## config.mk

```make
export PLATFORM = sky130hd
export DESIGN_NAME = ddr3_multi_ch_wr_arbiter
export DESIGN_NICKNAME = d
export VERILOG_FILES = /design/src/rtl/ddr3_multi_ch_wr_arbiter.sv
export SDC_FILE = /design/constraint.sdc
export NUM_CORES = 1
export LEC_CHECK = 0
export ABC_AREA = 1
export CAP_MARGIN = 25
export CORE_AREA = 2 2 286 288
export CTS_CLUSTER_SIZE = 14
export DETAILED_ROUTE_END_ITERATION = 8
export DIE_AREA = 0 0 288 290
export PLACE_DENSITY = 0.41
export SLEW_MARGIN = 5
export SYNTH_ARGS = -nofsm -noshare
export SYNTH_HDL_FRONTEND = slang
export SYNTH_SLANG_ARGS = --single-unit
```

## constraint.sdc

```tcl
create_clock -name ddr3_domain_clk -period 4.8 [get_ports ddr3_domain_clk]
set_clock_uncertainty 0.2 [all_clocks]
set_input_delay 0.48 -clock ddr3_domain_clk [delete_from_list [all_inputs] [get_ports ddr3_domain_clk]]
set_output_delay 0.48 -clock ddr3_domain_clk [all_outputs]
set_load 0.02 [all_outputs]
```

## src/rtl/ddr3_multi_ch_wr_arbiter.sv

```systemverilog
`default_nettype none
// ============================================================================
// Module   : ddr3_multi_ch_wr_arbiter
// Brief    : Round-robin drain of N tagged FWFT write FIFOs into the DDR3 app
//            interface, with per-channel address regions and fill tracking.
// Revision : 1.0 - initial release
// ============================================================================
module ddr3_multi_ch_wr_arbiter #(
    parameter int NUM_CH   = 4,
    parameter int DATA_W   = 128,
    parameter int REGION_W = 21,
    parameter int ADDR_W   = 23,
    parameter int MAX_RUN  = 16,
    localparam int GRANT_W = (NUM_CH > 1) ? $clog2(NUM_CH) : 1,
    localparam int TAG_W   = DATA_W + 4
) (
    input  logic                     ddr3_domain_clk,
    input  logic                     reset_n,
    input  logic                     acq_enabled,
    input  logic                     en_fixed_ddr3_start_addr,
    input  logic [REGION_W-1:0]      fixed_ddr3_start_offset,
    input  logic                     clear_status,
    input  logic [NUM_CH-1:0]        ch_fifo_empty,
    input  logic [NUM_CH*TAG_W-1:0]  ch_fifo_dat,
    output logic [NUM_CH-1:0]        ch_fifo_rd_en,
    output logic                     app_en,
    output logic [2:0]               app_cmd,
    output logic [ADDR_W+2:0]        app_addr,
    output logic [DATA_W-1:0]        app_wdf_data,
    output logic                     app_wdf_wren,
    output logic                     app_wdf_end,
    input  logic                     app_rdy,
    input  logic                     app_wdf_rdy,
    output logic [NUM_CH-1:0]        ddr3_wr_done,
    output logic [NUM_CH-1:0]        ddr3_wr_sync_err,
    output logic [GRANT_W-1:0]       grant_ch
);

    localparam int RUN_W = $clog2(MAX_RUN + 1);

    typedef enum logic [1:0] {
        ST_IDLE = 2'd0,
        ST_ARB  = 2'd1,
        ST_XFER = 2'd2
    } state_t;

    state_t                r_state;
    logic [GRANT_W-1:0]    r_grant;
    logic [RUN_W-1:0]      r_run_cnt;
    logic                  r_last_loaded;
    logic [REGION_W-1:0]   r_ptr [NUM_CH];
    logic [NUM_CH-1:0]     r_in_fill;
    logic [NUM_CH-1:0]     r_done;
    logic [NUM_CH-1:0]     r_err;
    logic                  r_app_en;
    logic [ADDR_W-1:0]     r_burst;
    logic [DATA_W-1:0]     r_data;
    logic                  r_buf_last;

    logic [TAG_W-1:0]      w_words [NUM_CH];
    logic [TAG_W-1:0]      w_head;
    logic                  w_tag_last;
    logic                  w_tag_hdr;
    logic                  w_grant_empty;
    logic                  w_accept;
    logic                  w_stop;
    logic                  w_pop;
    logic [REGION_W-1:0]   w_word_off;
    logic [REGION_W-1:0]   w_ptr_next;
    logic [ADDR_W-1:0]     w_burst;
    logic                  w_arb_found;
    logic [GRANT_W-1:0]    w_arb_ch;
    logic [GRANT_W-1:0]    w_idx;
    logic                  w_unused_tag;

    generate
        for (genvar g = 0; g < NUM_CH; g++) begin : g_unpack
            assign w_words[g] = ch_fifo_dat[g*TAG_W +: TAG_W];
        end
    endgenerate

    assign w_head        = w_words[r_grant];
    assign w_tag_last    = w_head[DATA_W+3];
    assign w_tag_hdr     = w_head[DATA_W+2];
    assign w_unused_tag  = ^w_head[DATA_W+1:DATA_W];
    assign w_grant_empty = ch_fifo_empty[r_grant];
    assign w_accept      = r_app_en & app_rdy & app_wdf_rdy;
    assign w_stop        = (r_run_cnt == RUN_W'(MAX_RUN)) | r_last_loaded;
    assign w_pop         = (r_state == ST_XFER) & ~w_grant_empty & (~r_app_en | w_accept) & ~w_stop;

    // A header with fixed-start enabled restarts the region at the programmed offset.
    assign w_word_off = (w_tag_hdr & en_fixed_ddr3_start_addr) ? fixed_ddr3_start_offset : r_ptr[r_grant];
    assign w_ptr_next = w_word_off + REGION_W'(1);
    assign w_burst    = (ADDR_W'(r_grant) << REGION_W) | ADDR_W'(w_word_off);

    // Round-robin search beginning one past the last granted channel.
    always_comb begin
        w_arb_found = 1'b0;
        w_arb_ch    = r_grant;
        w_idx       = r_grant;
        for (int i = 0; i < NUM_CH; i++) begin
            w_idx = (w_idx == GRANT_W'(NUM_CH - 1)) ? '0 : w_idx + GRANT_W'(1);
            if (!w_arb_found && !ch_fifo_empty[w_idx]) begin
                w_arb_found = 1'b1;
                w_arb_ch    = w_idx;
            end
        end
    end

    always_ff @(posedge ddr3_domain_clk or negedge reset_n) begin
        if (!reset_n) begin
            r_state       <= ST_IDLE;
            r_grant       <= GRANT_W'(NUM_CH - 1);
            r_run_cnt     <= '0;
            r_last_loaded <= 1'b0;
            r_in_fill     <= '0;
            r_done        <= '0;
            r_err         <= '0;
            r_app_en      <= 1'b0;
            r_burst       <= '0;
            r_data        <= '0;
            r_buf_last    <= 1'b0;
            for (int c = 0; c < NUM_CH; c++) begin
                r_ptr[c] <= '0;
            end
        end else begin
            case (r_state)
                ST_IDLE: begin
                    if (acq_enabled && !(&ch_fifo_empty)) begin
                        r_state <= ST_ARB;
                    end
                end
                ST_ARB: begin
                    if (w_arb_found) begin
                        r_grant       <= w_arb_ch;
                        r_run_cnt     <= '0;
                        r_last_loaded <= 1'b0;
                        r_state       <= ST_XFER;
                    end else begin
                        r_state <= ST_IDLE;
                    end
                end
                ST_XFER: begin
                    if (!r_app_en && (w_stop || w_grant_empty)) begin
                        r_state <= ST_IDLE;
                    end
                end
                default: r_state <= ST_IDLE;
            endcase

            if (w_pop) begin
                r_app_en      <= 1'b1;
                r_burst       <= w_burst;
                r_data        <= w_head[DATA_W-1:0];
                r_buf_last    <= w_tag_last;
                r_last_loaded <= w_tag_last;
                r_run_cnt     <= r_run_cnt + RUN_W'(1);
            end else if (w_accept) begin
                r_app_en <= 1'b0;
            end

            // Clear first so that any set event later in this block takes priority.
            if (clear_status) begin
                r_in_fill <= '0;
                r_done    <= '0;
                r_err     <= '0;
                for (int c = 0; c < NUM_CH; c++) begin
                    r_ptr[c] <= '0;
                end
            end

            if (w_accept && r_buf_last) begin
                r_done[r_grant] <= 1'b1;
            end

            if (w_pop) begin
                r_ptr[r_grant] <= w_ptr_next;
                if (w_tag_hdr) begin
                    if (r_in_fill[r_grant]) begin
                        r_err[r_grant] <= 1'b1;
                    end
                    r_in_fill[r_grant] <= ~w_tag_last;
                end else begin
                    if (!r_in_fill[r_grant]) begin
                        r_err[r_grant] <= 1'b1;
                    end
                    if (w_tag_last) begin
                        r_in_fill[r_grant] <= 1'b0;
                    end
                end
            end
        end
    end

    always_comb begin
        ch_fifo_rd_en = '0;
        if (w_pop) begin
            ch_fifo_rd_en[r_grant] = 1'b1;
        end
    end

    assign app_en           = r_app_en;
    assign app_cmd          = 3'b000;
    assign app_addr         = {r_burst, 3'b000};
    assign app_wdf_data     = r_data;
    assign app_wdf_wren     = r_app_en;
    assign app_wdf_end      = r_app_en;
    assign ddr3_wr_done     = r_done;
    assign ddr3_wr_sync_err = r_err;
    assign grant_ch         = r_grant;

endmodule
`default_nettype wire

```

==> run_results.csv, run 1 <==
group,metric,value,unit
routing,post-route-drc-count,0,
routing,first_pass_iters,6,
run_status,status,"complete, no violations",
sta,rsz0062_at_grt,"false",
synth,synth_area_leaders,"dfrtp_1 41%, nand2_1 12%, nor2_1 12%, o21ai_0 11%, nand3_1 4.8%",
clocking,clockRootBuffer,"clkbuf_16",
routing,avgViaCountPerCell,4.54,
layout,drive_gt1_share,4.90,%
critical_path,cpPeakStageDelay,850,ps
critical_path,reg2reg_to,"r_ptr[55]$_DFF_PN0_",
routing,routed_wirelength,82200,um
sta,fmax,221,MHz
global_routing,overflow,0,
critical_path,cp_top_family,"buffers and inverters",
synth,yosysTopAreaCell,"dfrtp_1",
global_routing,grt_pass1_vias,17900,
floorplan,coreArea,80200,sq um
sta,finalSetupTns,0,ps
critical_path,worst-setup-path-type,"flip-flop to primary output",
routing,wl_per_cell,20.9,um
critical_path,rrSetupSlack,1140,ps
layout,final_common_cell,"clkdlybuf4s50_1",
synth,synth_cells,2232,
critical_path,r2r_cells,15,
floorplan,io_pins,734,
clocking,cts_tree,"built",
place,gp_congestion,0.856,
critical_path,cp_common_cell,"nand2_1",
synth,postSynthAreaPerCell,6.95,sq um
clocking,clk_pin_slew,60,ps
job,maxCapViolations,0,
floorplan,die-area,83500,sq um
routing,vias,17900,
sta,period_needed,4520,ps
worst_hold_path,min_path_type,"flip-flop to flip-flop",
critical_path,timing.rr.start,"grant_ch[1]$_DFFE_PN1P_",
critical_path,cp.buffers_inverters,4,
floorplan,rows,104,
critical_path,required,4120,ps
critical_path,cp_cell_sequence,"inv_8, o21ai_1, nand2_1, nor2_1, nand2_4, inv_6, nand2_1, inv_1, clkdlybuf4s50_1",
critical_path,crit_path_end_kind,"primary output",
critical_path,crit_slowest_cell,"dfstp_4",
synth,yosysUniqueCellTypes,39,
layout,nets,3415,
floorplan,die_w,288,um
power_and_ir_drop,ir_worst_vdd,0.000245,V
worst_hold_path,worstHoldStart,"app_wdf_data[55]$_DFFE_PN0P_",
clocking,clk_latency,560,ps
routing,ant_nets,0,
global_routing,grt_pass1_wl,120000,um
sta,tightest_slew,1040,ps
power_and_ir_drop,p_per_area,584,nW/um^2
sta,setup_ws,283,ps
place,place_ws,736,ps
floorplan,start_util,19.3,%
synth,synth-warning-count,0,
place,hpwl,60300,um
layout,nFillCells,8654,
routing,first_iter_violations,1032,
sta,final-setup-viol-count,0,
global_routing,grt_max_degree,160,
clocking,cts_buffer_depth,3,
synth,ys_ff_latch,259,
clocking,cts_max_level,2,
global_routing,antenna_found_initial,16,
place,placed_cells,3869,
clocking,cts_sinks,259,
worst_hold_path,hold-path-endpoint,"app_wdf_data[55]$_DFFE_PN0P_",
synth,synth.top_cell.area_share,41.5,%
layout,syn_to_final_growth,60.1,%
clocking,post-cts-setup-buffers,0,
layout,layout_common_cells,"718 x clkdlybuf4s50_1, 489 x nand2_1, 479 x nor2_1",
sta,relSlewSlack,30.4,%
critical_path,startpoint_type,"flip-flop",
clocking,numCtsBuffers,36,
sta,report.final.slew_viol_count,0,
global_routing,grtUsageTotal,19.0,%
floorplan,die_y,290,um
sta,finalHoldViolCount,0,
critical_path,worstPathArrival,3840,ps
synth,synth_area,15500,sq um
critical_path,crit_start,"grant_ch[0]$_DFFE_PN1P_",
layout,finalNonFillerCells,3940,
worst_hold_path,holdPathStages,2,
synth,ys_seq_area_share,41.8,%
sta,fin_crit_sh,94.1,%
place,port-buffer-count,719,
power_and_ir_drop,p_leak,10.5,nW
critical_path,cp_max_fo,39,
## power by group
part / internal [mW] / switching (mW)
registers: 2.90 / 0.478
clock network: 1.72 / 1.11
logic: 3.00 / 5.30
## through the flow
stage	util, %	hold WS [ps]	area (sq um)	power (mW)
2_1_floorplan	-	-15.6	15500	8.23
3_3_place_gp	29.4	262	23500	11.8
3_5_place_dp	29.4	264	23600	11.8
4_1_cts	30.9	225	24800	14.8
5_1_grt	31.0	256	24800	15.7
6_report	31.0	274	24800	14.5
## flip-flops by register name (all words and copies together) (netlist names), 2 cells and up
register,flops
r_state,2
ddr3_wr_sync_err,4
grant_ch,2
r_run_cnt,5
r_in_fill,4
r_ptr,84
r_burst,23
app_wdf_data,128
ddr3_wr_done,4
## final cells by class
| class | count | area, sq um | area share [%] |
|---|---|---|---|
| Antenna cell | 4 | 10.0 | 0.0403 |
| Clock buffer | 57 | 1080 | 4.36 |
| Clock inverter | 9 | 159 | 0.640 |
| Inverter | 70 | 285 | 1.15 |
| Multi-Input combinational cell | 1729 | 7960 | 32.1 |
| Sequential cell | 259 | 6490 | 26.2 |
| Tap cell | 1060 | 1330 | 5.34 |
| Timing Repair Buffer | 752 | 7500 | 30.2 |
## worst min-delay path: stages (launching register included)
cell     delay, ps
dfrtp_1        340
nand2_1         50
nand2_1         50
## cell families (layout without fill, tap and decap cells)
kind of cell               count (synthesis)  in the layout  synth area share [%]
and+or+nand+nor                         1178           1178                  31.5
AOI/OAI and AO/OA                        526            526                  18.4
DFF                                      259            259                  41.8
buffers and inverters                    249            888                  6.97
xor gates and xnor gates                  12             12                 0.678
adders and majority gates                  7              7                 0.565
other                                      1             10                0.0242
## metal layers
metal	share of wire [%]	vias up	GRT usage [%]
li1	-	8627	-
met1	40	8493	22.7
met2	49	615	33.2
met3	7.9	117	5.10
met4	2.7	16	5.59
met5	0.11	-	0
## Yosys cell counts, drive strengths merged
cell / number
nand2: 506
nor2: 489
o21ai: 376
dfrtp: 257
nand3: 158
clkbuf: 96
buf: 83
o22ai: 81
inv: 70
a31oi: 56
nand4: 19
xor2: 10
ha: 7
a21oi: 6
o21a: 5
dfstp: 2
nor3: 2
o211ai: 2
or2: 2
xnor2: 2
and2: 1
conb: 1
nor4: 1
## worst max path at each step
| stage | depth (start not counted) | to | slack, ps |
|---|---|---|---|
| after CTS | 9 | ch_fifo_rd_en[0] | 100 |
| after global routing | 9 | ch_fifo_rd_en[3] | 10 |
| final | 9 | ch_fifo_rd_en[2] | 280 |
| after detailed placement | 9 | ch_fifo_rd_en[0] | 740 |
| after floorplan | 19 | grant_ch[1]$_DFFE_PN1P_ | 1640 |
| after global placement | 9 | ch_fifo_rd_en[1] | 720 |
## what timing repair did
action,in CTS,in global routing
endpoints found under the hold margin,67,0
hold buffers,1,0
endpoints found under the setup margin,0,2
resized for setup,0,2
Power figures use the tool's default switching activity.
==> run 2: changes to the inputs <==
--- a/config.mk
+++ b/config.mk
@@ -5,13 +5,12 @@
 export SDC_FILE = /design/constraint.sdc
 export NUM_CORES = 1
 export LEC_CHECK = 0
-export ABC_AREA = 1
 export CAP_MARGIN = 25
-export CORE_AREA = 2 2 286 288
+export CORE_AREA = 2 2 287 289
 export CTS_CLUSTER_SIZE = 14
 export DETAILED_ROUTE_END_ITERATION = 8
-export DIE_AREA = 0 0 288 290
-export PLACE_DENSITY = 0.41
+export DIE_AREA = 0 0 289 291
+export PLACE_DENSITY = 0.4
 export SLEW_MARGIN = 5
 export SYNTH_ARGS = -nofsm -noshare
 export SYNTH_HDL_FRONTEND = slang
==> run 2 against run 1 <==
  * Core utilization fell by 0.89 points
  * Critical path type unchanged
  * Routed wire length rose by 1.3%
  * Design area fell by 1.6%
  * Sequential cell count did not move
  * Largest cell class unchanged
  * Via count fell by 21%
  * Non-clock buffer count fell by 5
==> run_results.csv, run 2 <==
group,metric,value,unit
sta,finalHoldViolCount,0,
layout,drive_gt1_share,11.6,%
floorplan,die_y,291,um
worst_hold_path,min_path_type,"flip-flop to flip-flop",
sta,fmax,240,MHz
floorplan,die-area,84100,sq um
critical_path,crit_path_end_kind,"primary output",
routing,vias,14100,
sta,holdWs,273,ps
synth,synth_area,15000,sq um
run_status,status,"complete, no violations",
layout,final_common_cell,"clkdlybuf4s50_1",
synth,yosysUniqueCellTypes,63,
synth,synth_area_leaders,"dfrtp_1 43%, mux4_2 21%, nand2_1 13%, nand3b_1 4.0%, o21ai_0 2.7%",
critical_path,required,4120,ps
synth,async_flop_share,100,%
global_routing,grtUsageTotal,19.2,%
place,hpwl,65600,um
critical_path,crit_slowest_cell,"dfstp_4",
floorplan,start_util,18.4,%
routing,post-route-drc-count,0,
power_and_ir_drop,pwr-share-seq,26.8,%
clocking,clockRootBuffer,"clkbuf_16",
routing,routed_wirelength,83300,um
layout,nets,2646,
critical_path,worst-setup-path-type,"flip-flop to primary output",
floorplan,die_w,289,um
layout,syn_to_final_growth,63.3,%
clocking,cts_buffer_depth,3,
routing,wl_per_cell,26.2,um
critical_path,startpoint_type,"flip-flop",
routing,first_pass_iters,7,
sta,relSlewSlack,37.9,%
job,maxCapViolations,0,
synth,ys_ff_latch,259,
critical_path,cpPeakStageDelay,790,ps
layout,largest_register_ffs,128,
routing,ant_nets,0,
synth,synth_edf_count,0,
clocking,cts_max_level,2,
critical_path,cp_cell_sequence,"mux4_1, nor4_1, buf_4, and2_4, nand2_1, inv_1, clkdlybuf4s50_1",
sta,report.final.slew_viol_count,0,
sta,tightest_slew,932,ps
global_routing,grt_max_degree,147,
synth,synth-main-ff-cell,"dfrtp_1",
synth,synth_cells,1401,
routing,first_iter_violations,905,
clocking,clk_latency,560,ps
place,port-buffer-count,719,
routing,avgViaCountPerCell,4.42,
sta,rsz0062_at_grt,"false",
layout,layout_common_cells,"717 x clkdlybuf4s50_1, 502 x nand2_1, 257 x dfrtp_1",
power_and_ir_drop,p_per_area,497,nW/um^2
power_and_ir_drop,p_leak,10.1,nW
critical_path,cp_max_fo,15,
sta,period_needed,4170,ps
floorplan,coreArea,81200,sq um
power_and_ir_drop,p_comb_share,51.6,%
synth,yosysTopAreaCell,"dfrtp_1",
clocking,numCtsBuffers,36,
clocking,cts_sinks,259,
power_and_ir_drop,switching_share,40.1,%
floorplan,rows,105,
power_and_ir_drop,switchingPower,4.87,mW
clocking,cts_tree,"built",
sta,fin_crit_sh,87.0,%
synth,synth-warning-count,0,
synth,yosysMostFrequentCell,"nand2_1",
synth,postSynthAreaPerCell,10.7,sq um
synth,synth.top_cell.area_share,43.0,%
floorplan,io_pins,734,
global_routing,overflow,0,
power_and_ir_drop,clkPwrFrac,21.6,%
global_routing,antenna_found_initial,36,
global_routing,grt_pass1_wl,114000,um
power_and_ir_drop,ir_worst_vdd,0.000350,V
sta,finalSetupTns,0,ps
critical_path,worstPathArrival,3490,ps
sta,final-setup-viol-count,0,
clocking,clk_pin_slew,60,ps
global_routing,grt_pass1_vias,14600,
place,gp_congestion,0.929,
synth,ys_seq_area_share,43.4,%
synth,synth_common_cells,"503 x nand2_1, 257 x dfrtp_1, 142 x mux4_2",
power_and_ir_drop,p_int,7.27,mW
run 2: cell types whose count changed after synthesis, sizes merged, moves of 32 or more:
cell / previous run / this run
nor2: 489 / 22
o21ai: 376 / 91
mux4: 0 / 152
nand3: 158 / 12
nand3b: 0 / 79
o22ai: 81 / 8
inv: 70 / 19
a31oi: 56 / 7
buf: 83 / 48
clkbuf: 96 / 64
run 2: worst paths after layout:
| path | start | endpoint | slack (ps) | cells past startpoint |
|---|---|---|---|---|
| max | grant_ch[0]$_DFFE_PN1P_ | ch_fifo_rd_en[0] | 630 | 7 |
| min reg2reg | app_wdf_data[49]$_DFFE_PN0P_ | app_wdf_data[49]$_DFFE_PN0P_ | 270 | 2 |
| max in group asynchronous | reset_n | app_wdf_data[5]$_DFFE_PN0P_ | 2930 | 3 |
| min | app_wdf_data[49]$_DFFE_PN0P_ | app_wdf_data[49]$_DFFE_PN0P_ | 270 | 2 |
| min in group asynchronous | reset_n | r_ptr[30]$_DFF_PN0_ | 400 | 2 |
| max reg2reg | grant_ch[1]$_DFFE_PN1P_ | r_ptr[62]$_DFF_PN0_ | 900 | 10 |
run 2: power by group through the flow:
stage               clock, mW  combinational (mW)  sequential [mW]
detailed placement          0                6.37             3.27
floorplan                   0                2.89             3.87
global route             2.80                6.71             3.33
finish                   2.62                6.26             3.25
CTS                      2.73                6.38             3.25
global placement            0                6.37             3.26
run 2: logic make-up after synthesis:
kind of cell / count (synthesis) / share of synthesized area [%]
DFF: 259 / 43.4
and+or+nand+nor: 654 / 19.4
xor gates and xnor gates: 23 / 1.40
muxes: 170 / 24.5
buffers and inverters: 131 / 4.12
adders and majority gates: 7 / 0.586
AOI/OAI and AO/OA: 156 / 6.57
other: 1 / 0.0251
run 2: timing repair:
| item | in CTS | in global routing |
|---|---|---|
| endpoints found under the hold margin | 95 | 0 |
| hold buffers | 1 | 0 |
| buffers inserted | 0 | 0 |
| gates resized for setup | 0 | 0 |
run 2: worst max-delay path, delay by kind of cell, from the launching register on:
kind / cells / cell delay (ps)
buffers and inverters: 3 / 1030
flip-flops: 1 / 790
AND/OR/NAND/NOR: 3 / 490
multiplexers: 1 / 620
run 2: final cells by class:
cell class / count / area, sq um
timing repair buffer: 747 / 7480
clock inverter: 10 / 116
multi-input combinational: 1016 / 7880
inverter: 19 / 71.3
tap: 1070 / 1340
sequential: 259 / 6490
antenna: 10 / 25.0
fill: 8359 / 56800
clock buffer: 48 / 1010
run 2: routing by layer:
metal | routed length [um] | share of wire, % | up-vias | global-route usage, %
li1 | - | - | 6322 | -
met1 | 31800 | 38 | 6913 | 22.4
met2 | 39500 | 47 | 633 | 31.6
met3 | 8890 | 11 | 139 | 7.90
met4 | 2770 | 3.3 | 46 | 6.69
met5 | 263 | 0.32 | - | 0
run 2: per-stage QoR:
stage	cell area, sq um	utilization [%]	worst slack, ps	total power, mW	cells
after detailed placement	23300	28.6	687	9.64	3110
after global routing	24400	30.1	375	12.8	3175
after CTS	24400	30.0	535	12.4	3169
after floorplan	15000	-	1060	6.77	1406
final	24400	30.1	625	12.1	3179
after global placement	23300	28.6	774	9.62	3110
==> run 3: changes to the inputs <==
--- a/config.mk
+++ b/config.mk
@@ -5,7 +5,7 @@
 export SDC_FILE = /design/constraint.sdc
 export NUM_CORES = 1
 export LEC_CHECK = 0
-export CAP_MARGIN = 25
+export CAP_MARGIN = 20
 export CORE_AREA = 2 2 287 289
 export CTS_CLUSTER_SIZE = 14
 export DETAILED_ROUTE_END_ITERATION = 8
==> results of run 3 <==
No change in the layout: final DEF, timing and power equal those of run 2.
